==> config.mk <==
export PLATFORM = sky130hd
export DESIGN_NAME = risc_multicycle_core
export DESIGN_NICKNAME = d
export VERILOG_FILES = /design/src/rtl/risc_multicycle_core.sv
export SDC_FILE = /design/constraint.sdc
export NUM_CORES = 2
export LEC_CHECK = 0
export BUFFER_PORTS_ARGS = -buffer_cell sky130_fd_sc_hd__buf_2
export CAP_MARGIN = 20
export CORE_MARGIN = 2
export CORE_UTILIZATION = 59
export CTS_BUF_LIST = sky130_fd_sc_hd__clkbuf_4 sky130_fd_sc_hd__clkbuf_8 sky130_fd_sc_hd__clkbuf_16
export CTS_CLUSTER_SIZE = 40
export DETAILED_ROUTE_END_ITERATION = 7
export GPL_TIMING_DRIVEN = 0
export PLACE_DENSITY = 0.88
export SLEW_MARGIN = 20
export SYNTH_ARGS = -nofsm -noshare
export SYNTH_HDL_FRONTEND = slang
export SYNTH_SLANG_ARGS = --single-unit
==> constraint.sdc <==
create_clock -name clk -period 19.5 [get_ports clk]
set_clock_uncertainty 0.1 [all_clocks]
set_input_delay 2.925 -clock clk [delete_from_list [all_inputs] [get_ports clk]]
set_output_delay 2.925 -clock clk [all_outputs]
set_load 0.05 [all_outputs]
==> src/rtl/risc_multicycle_core.sv <==
// Multi-cycle accumulator-style RISC core: FETCH/EXEC/MEM/WRITE/HALT FSM sharing one
// request/acknowledge memory port for instruction fetch and data transfers.
module risc_multicycle_core #(
  parameter int WIDTH    = 32,
  parameter int ADDRSIZE = 12,
  parameter int NREGS    = 16
) (
  input  logic                clk,
  input  logic                reset,
  output logic                mem_req,
  output logic                mem_we,
  output logic [ADDRSIZE-1:0] mem_addr,
  output logic [WIDTH-1:0]    mem_wdata,
  input  logic [WIDTH-1:0]    mem_rdata,
  input  logic                mem_ack,
  output logic [ADDRSIZE-1:0] pc,
  output logic [4:0]          psr,
  output logic                halted,
  output logic                illegal
);

  localparam int RI = (NREGS > 1) ? $clog2(NREGS) : 1;

  localparam logic [2:0] S_FETCH = 3'd0;
  localparam logic [2:0] S_EXEC  = 3'd1;
  localparam logic [2:0] S_MEM   = 3'd2;
  localparam logic [2:0] S_WRITE = 3'd3;
  localparam logic [2:0] S_HALT  = 3'd4;

  localparam logic [3:0] OP_NOP = 4'd0;
  localparam logic [3:0] OP_BRA = 4'd1;
  localparam logic [3:0] OP_LD  = 4'd2;
  localparam logic [3:0] OP_STR = 4'd3;
  localparam logic [3:0] OP_ADD = 4'd4;
  localparam logic [3:0] OP_MUL = 4'd5;
  localparam logic [3:0] OP_CMP = 4'd6;
  localparam logic [3:0] OP_SHF = 4'd7;
  localparam logic [3:0] OP_ROT = 4'd8;
  localparam logic [3:0] OP_HLT = 4'd9;

  logic [2:0]          state_reg;
  logic [WIDTH-1:0]    ir_reg;
  logic [ADDRSIZE-1:0] pc_reg;
  logic [4:0]          psr_reg;
  logic                halted_reg;
  logic                illegal_reg;
  logic                mem_req_reg;
  logic [ADDRSIZE-1:0] maddr_reg;
  logic [WIDTH-1:0]    mwdata_reg;
  logic                store_reg;
  logic [WIDTH:0]      result_reg;

  logic [WIDTH-1:0] rfile [NREGS];

  // Instruction fields
  logic [3:0]          opcode;
  logic                srctype;
  logic                dsttype;
  logic [3:0]          ccode;
  logic [ADDRSIZE-1:0] src_field;
  logic [ADDRSIZE-1:0] dst_field;
  logic [RI-1:0]       src_idx;
  logic [RI-1:0]       dst_idx;
  logic [WIDTH-1:0]    src_zext;

  assign opcode    = ir_reg[WIDTH-1:WIDTH-4];
  assign srctype   = ir_reg[WIDTH-5];
  assign dsttype   = ir_reg[WIDTH-6];
  assign ccode     = ir_reg[WIDTH-5:WIDTH-8];
  assign src_field = ir_reg[2*ADDRSIZE-1:ADDRSIZE];
  assign dst_field = ir_reg[ADDRSIZE-1:0];
  assign src_idx   = src_field[RI-1:0];
  assign dst_idx   = dst_field[RI-1:0];
  assign src_zext  = {{(WIDTH-ADDRSIZE){1'b0}}, src_field};

  // Operands and ALU
  logic [WIDTH-1:0]    op_a;
  logic [WIDTH-1:0]    op_b;
  logic [2*WIDTH-1:0]  mul_full;
  logic [ADDRSIZE-1:0] count_s;
  logic                count_neg;
  logic [ADDRSIZE-1:0] mag;
  logic [31:0]         rot_amt;
  logic [WIDTH-1:0]    shifted;
  logic [WIDTH-1:0]    rotated;
  logic [WIDTH:0]      alu_res;
  logic [WIDTH-1:0]    str_val;

  assign op_a      = srctype ? src_zext : rfile[src_idx];
  assign op_b      = rfile[dst_idx];
  assign str_val   = op_a;
  assign mul_full  = {{WIDTH{1'b0}}, op_a} * {{WIDTH{1'b0}}, op_b};
  assign count_s   = op_a[ADDRSIZE-1:0];
  assign count_neg = count_s[ADDRSIZE-1];
  assign mag       = count_neg ? (-count_s) : count_s;
  assign rot_amt   = 32'(mag) % 32'(WIDTH);

  // Shifts past the datapath width fall out naturally as zero
  assign shifted = count_neg ? (op_b << mag) : (op_b >> mag);
  assign rotated = count_neg ? ((op_b << rot_amt) | (op_b >> (32'(WIDTH) - rot_amt)))
                             : ((op_b >> rot_amt) | (op_b << (32'(WIDTH) - rot_amt)));

  always_comb begin
    alu_res = '0;
    case (opcode)
      OP_ADD:  alu_res = {1'b0, op_a} + {1'b0, op_b};
      OP_MUL:  alu_res = mul_full[WIDTH:0];
      OP_CMP:  alu_res = {1'b0, ~op_a};
      OP_SHF:  alu_res = {1'b0, shifted};
      OP_ROT:  alu_res = {1'b0, rotated};
      default: alu_res = '0;
    endcase
  end

  function automatic logic [4:0] flags_of(input logic [WIDTH:0] r);
    flags_of = {r[WIDTH-1], (r[WIDTH-1:0] == '0), ^r[WIDTH-1:0], ~r[0], r[WIDTH]};
  endfunction

  logic br_take;
  always_comb begin
    br_take = 1'b0;
    case (ccode)
      4'd0:    br_take = 1'b1;
      4'd1:    br_take = psr_reg[0];
      4'd2:    br_take = psr_reg[1];
      4'd3:    br_take = psr_reg[2];
      4'd4:    br_take = psr_reg[3];
      4'd5:    br_take = psr_reg[4];
      default: br_take = 1'b0;
    endcase
  end

  logic is_alu;
  assign is_alu = (opcode == OP_ADD) || (opcode == OP_MUL) || (opcode == OP_CMP) ||
                  (opcode == OP_SHF) || (opcode == OP_ROT);

  // Register-file write port: LD immediate in EXEC, LD memory on ack, ALU in WRITE
  logic             rf_we;
  logic [WIDTH-1:0] rf_wdata;
  always_comb begin
    rf_we    = 1'b0;
    rf_wdata = result_reg[WIDTH-1:0];
    case (state_reg)
      S_EXEC: if (opcode == OP_LD && srctype) begin
        rf_we    = 1'b1;
        rf_wdata = src_zext;
      end
      S_MEM: if (mem_req_reg && mem_ack && !store_reg) begin
        rf_we    = 1'b1;
        rf_wdata = mem_rdata;
      end
      S_WRITE: rf_we = 1'b1;
      default: rf_we = 1'b0;
    endcase
  end

  always_ff @(posedge clk or posedge reset) begin
    if (reset) begin
      for (int i = 0; i < NREGS; i++) rfile[i] <= '0;
    end else if (rf_we) begin
      rfile[dst_idx] <= rf_wdata;
    end
  end

  always_ff @(posedge clk or posedge reset) begin
    if (reset) begin
      state_reg   <= S_FETCH;
      ir_reg      <= '0;
      pc_reg      <= '0;
      psr_reg     <= '0;
      halted_reg  <= 1'b0;
      illegal_reg <= 1'b0;
      mem_req_reg <= 1'b0;
      maddr_reg   <= '0;
      mwdata_reg  <= '0;
      store_reg   <= 1'b0;
      result_reg  <= '0;
    end else begin
      case (state_reg)
        S_FETCH: begin
          // A fetch always follows at least one idle-request cycle after reset or a data ack
          if (!mem_req_reg) begin
            mem_req_reg <= 1'b1;
          end else if (mem_ack) begin
            ir_reg      <= mem_rdata;
            pc_reg      <= pc_reg + 1'b1;
            mem_req_reg <= 1'b0;
            state_reg   <= S_EXEC;
          end
        end
        S_EXEC: begin
          state_reg   <= S_FETCH;
          mem_req_reg <= 1'b1;
          case (opcode)
            OP_NOP: ;
            OP_BRA: if (br_take) pc_reg <= dst_field;
            OP_LD: begin
              if (srctype) begin
                psr_reg <= flags_of({1'b0, src_zext});
              end else begin
                state_reg <= S_MEM;
                maddr_reg <= src_field;
                store_reg <= 1'b0;
              end
            end
            OP_STR: begin
              state_reg  <= S_MEM;
              maddr_reg  <= dst_field;
              mwdata_reg <= str_val;
              store_reg  <= 1'b1;
              psr_reg    <= flags_of({1'b0, str_val});
            end
            OP_HLT: begin
              state_reg   <= S_HALT;
              halted_reg  <= 1'b1;
              mem_req_reg <= 1'b0;
            end
            default: begin
              if (is_alu && !dsttype) begin
                result_reg  <= alu_res;
                state_reg   <= S_WRITE;
                mem_req_reg <= 1'b0;
              end else begin
                illegal_reg <= 1'b1;
              end
            end
          endcase
        end
        S_MEM: begin
          if (mem_ack) begin
            if (!store_reg) psr_reg <= flags_of({1'b0, mem_rdata});
            mem_req_reg <= 1'b0;
            state_reg   <= S_FETCH;
          end
        end
        S_WRITE: begin
          psr_reg     <= flags_of(result_reg);
          state_reg   <= S_FETCH;
          mem_req_reg <= 1'b1;
        end
        S_HALT: mem_req_reg <= 1'b0;
        default: begin
          state_reg   <= S_FETCH;
          mem_req_reg <= 1'b0;
        end
      endcase
    end
  end

  assign mem_req   = mem_req_reg;
  assign mem_we    = (state_reg == S_MEM) && store_reg;
  assign mem_addr  = (state_reg == S_MEM) ? maddr_reg : pc_reg;
  assign mem_wdata = mwdata_reg;
  assign pc        = pc_reg;
  assign psr       = psr_reg;
  assign halted    = halted_reg;
  assign illegal   = illegal_reg;

  logic unused_bits;
  assign unused_bits = ^{ir_reg, mul_full};

endmodule
==> results of run 1 <==
[cell families after synthesis]
logic type                 after synthesis  share of synthesized area (%)
and+or+nand+nor                       1847                           12.9
DFF                                    645                           27.0
buffers and inverters                 1119                           7.64
adders and majority gates              651                           19.2
AOI/OAI and AO/OA                     1440                           14.6
xor gates and xnor gates               158                           2.53
muxes                                  573                           16.1
[through the flow]
stage | hold WS, ns | worst slack (ns) | util (%)
2_1_floorplan | 0.344 | 7.66 | -
3_3_place_gp | 0.358 | 4.06 | 61.7
3_5_place_dp | 0.364 | 6.23 | 62.5
4_1_cts | 0.379 | 6.20 | 65.1
[routing by layer]
metal,GRT overflow,GRT usage [%]
met5,2,42.6
met3,1,66.9
met4,10,75.2
met2,10,90.3
met1,2,77.1
==> results.json, run 1 <==
{
  "outcome": "stopped before the end",
  "stop_stage": "global routing",
  "error_line": "[ERROR GRT-0232] Routing congestion too high. Check the congestion heatmap in the GUI.",
  "synth-edff-count": 0,
  "synthTopCellsByArea": "dfrtp_1 (27%), fa_1 (15%), mux4_2 (11%)",
  "ctsLongestPathBuffers": 3,
  "rows": 116,
  "placed_area_um2": 62600,
  "track_usage_pct": 77.4,
  "cts-buffers-inserted": 73,
  "grt_max_degree": 37,
  "start_util_pct": 59.6,
  "synth_top_area_share_pct": 27.0,
  "fp.dieW_um": 322,
  "synth_cells": 6433,
  "yosys_warnings": 0,
  "cts_root_buf": "clkbuf_16",
  "cts_hold_buf": 0,
  "synth_common_cells": "nor2_1 (902), dfrtp_1 (645), a21oi_1 (617)",
  "top_level_ports": 100,
  "synth.most_common_cell": "nor2_1",
  "synth.largest_area_cell": "dfrtp_1",
  "clock_sinks": 645,
  "hpwl_mm": 253,
  "die_y_um": 322,
  "synth_seq_cells": 645,
  "syn-cell-area_um2": 59700,
  "placement.io_buffers": 99,
  "syn_nets": 7119,
  "antenna_found_initial": 62,
  "synthFlopType": "dfrtp_1",
  "dp_cells": 7863,
  "synth_cell_type_count": 114,
  "cts.htree.levels": 3,
  "cts_resized": 0,
  "syn_avg_cell_area_um2": 9.28,
  "overflow": 25,
  "async_reset_ff_share_pct": 100,
  "gp_congestion": 1.24,
  "seq_area_frac_synth_pct": 27.0,
  "post_cts_buffers": 0
}
==> run 2: changes to the inputs <==
- CORE_UTILIZATION: 59 -> 40
- CTS_BUF_LIST: sky130_fd_sc_hd__clkbuf_4 sky130_fd_sc_hd__clkbuf_8 sky130_fd_sc_hd__clkbuf_16 -> default
- CTS_CLUSTER_SIZE: 40 -> default
- PLACE_DENSITY: 0.88 -> default
- PLACE_DENSITY_LB_ADDON: default -> 0.15
- clock period: 19.5 -> 25.4 ns (I/O delays scaled with it)
==> run 2 against run 1 <==
Effect of this change:
- the flow now finishes, with violations (design-rule violations)
- area after synthesis stayed put
- synthesized cell count did not move
==> results.json, run 2 <==
{
  "outcome": "finished, violations left",
  "violations": "design-rule violations",
  "multi_input_area_um2": 39200,
  "largest_reg_flops": 512,
  "placed_area_um2": 63200,
  "vias": 56900,
  "seq_area_frac_synth_pct": 27.0,
  "top_level_ports": 100,
  "start_util_pct": 40.3,
  "post_cts_buffers": 0,
  "cts_resized": 0,
  "syn-cell-area_um2": 59700,
  "synth-edff-count": 0,
  "clk_latency_ns": 0.74,
  "cts.htree.levels": 3,
  "cts_hold_buf": 0,
  "end_kind": "register",
  "synth.most_common_cell": "nor2_1",
  "placement.io_buffers": 99,
  "overflow": 0,
  "fmax_ghz": 0.0718,
  "crit_required_ns": 25.86,
  "cap_violations": 0,
  "core_area_um2": 148000,
  "die_area_um2": 152000,
  "worst_pin_slew_ns": 1.36,
  "cts_root_buf": "clkbuf_16",
  "clock_sinks": 645,
  "ff_latch_area_um2": 16100,
  "rows": 141,
  "crit_fanout": 10,
  "worst_setup_path_start_kind": "register",
  "slowest_delay_ns": 0.90,
  "synth_seq_cells": 645,
  "fillers": 14700,
  "die_y_um": 390,
  "grt_max_degree": 104,
  "ctsLongestPathBuffers": 3,
  "async_reset_ff_share_pct": 100,
  "post-route-util_pct": 44.6,
  "synth_cell_type_count": 114,
  "synth.largest_area_cell": "dfrtp_1",
  "syn_avg_cell_area_um2": 9.28,
  "drv_slew": 0,
  "gp_congestion": 1.11,
  "totalWireLength_mm": 353,
  "slew-limit-headroom_pct": 9.51,
  "fp.dieW_um": 390,
  "layout_commonest_cell": "nor2_1",
  "slowest_stage": "clkbuf_1",
  "synth_common_cells": "nor2_1 (902), dfrtp_1 (645), a21oi_1 (617)",
  "wl_per_cell_um": 40.8,
  "antenna_found_initial": 29,
  "track_usage_pct": 46.2,
  "syn_nets": 7119,
  "critPathKind": "reg -> reg",
  "ant_nets": 0,
  "nets": 7334,
  "worst_path_most_repeated_cell": "fa_1",
  "clkSlewWorstSetupHoldPaths_ns": 0.06,
  "yosys_warnings": 0,
  "synthFlopType": "dfrtp_1",
  "first_global_vias": 55100,
  "rsz0062_at_grt": "no",
  "drive_gt1_share_pct": 12.8,
  "hpwl_mm": 276,
  "cts-buffers-inserted": 79,
  "synthTopCellsByArea": "dfrtp_1 (27%), fa_1 (15%), mux4_2 (11%)",
  "viasPerCell": 6.58,
  "final_cell_mix": "nor2_1 (901), dfrtp_1 (645), nand2_1 (616), inv_1 (602), a21oi_1 (601)",
  "flow.area_growth_from_synthesis_pct": 10.7,
  "setup_viol": 0,
  "synth_top_area_share_pct": 27.0,
  "cts_tree": "yes",
  "dr.pass1.iters": 8,
  "dr.first_iter.drc_count": 8275,
  "fin_area_um2": 66100,
  "period_minus_slack_ns": 13.92,
  "synth_cells": 6433,
  "hold_path_class": "reg -> reg",
  "period_share_pct": 54.8,
  "hold_viol_final": 0,
  "remaining_drc_errors": 1,
  "arrival_ns": 14.38,
  "grt_pass1_wl_mm": 477
}
-- run 2: cell counts after synthesis --
Identical to the previous run, type by type.
-- run 2: worst max-delay path, delay by kind of cell (launching register included) --
kind | cells | cell delay, ns
mux | 1 | 0.47
flops | 1 | 0.36
fa+ha+maj | 10 | 4.19
compound gates | 9 | 3.13
xor+xnor | 1 | 0.54
simple gates | 2 | 1.08
buf+inv | 9 | 3.82
-- run 2: cell families after synthesis --
| family | after synthesis | synth area share, % |
|---|---|---|
| compound gates | 1440 | 14.6 |
| xor+xnor | 158 | 2.53 |
| fa+ha+maj | 651 | 19.2 |
| buf+inv | 1119 | 7.64 |
| flops | 645 | 27.0 |
| mux | 573 | 16.1 |
| simple gates | 1847 | 12.9 |
-- run 2: worst paths after layout --
| kind | startpoint | depth (start not counted) | endpoint | slack, ns |
|---|---|---|---|---|
| hold / removal | mem_wdata[19] | 2 | mem_wdata[19] | 0.37 |
| setup / recovery | ir_reg[14] | 32 | result_reg[25] | 11.48 |
| hold reg to reg | mem_wdata[19] | 2 | mem_wdata[19] | 0.37 |
| setup reg to reg | ir_reg[14] | 32 | result_reg[25] | 11.48 |
| max in group asynchronous | reset | 5 | rfile[215] | 20.56 |
| min in group asynchronous | reset | 2 | rfile[259] | 2.94 |
-- run 2: cell type report --
type | count | area share (%)
inverter | 623 | 3.56
tap | 1930 | 3.65
sequential | 645 | 24.4
multi-input combinational | 4669 | 59.3
clock inverter | 28 | 0.746
antenna | 10 | 0.0379
clock buffer | 115 | 3.42
buffer | 496 | 3.40
timing repair buffer | 134 | 1.48
-- run 2: metrics by stage --
stage	TNS [ns]	hold slack (ns)	cells	setup slack [ns]
after detailed placement	0	0.361	8493	11.89
after floorplan	0	0.344	6433	3.42
final	0	0.369	8650	11.48
after CTS	0	0.377	8636	11.84
after global routing	0	0.406	8640	11.31
after global placement	-3195.33	0.353	8462	-5.11
-- run 2: layer usage --
metal | vias to the layer above | wire, µm | global-route usage, %
met1 | 29200 | 133000 | 58.9
met4 | 30 | 31800 | 33.5
met2 | 4038 | 149000 | 67.0
met5 | - | 202 | 0
met3 | 1038 | 39300 | 13.0
li1 | 22600 | - | -
Power of run 2 is not shown: default switching activity piles up to over one toggle a cycle in this logic, so the estimate is an artifact.
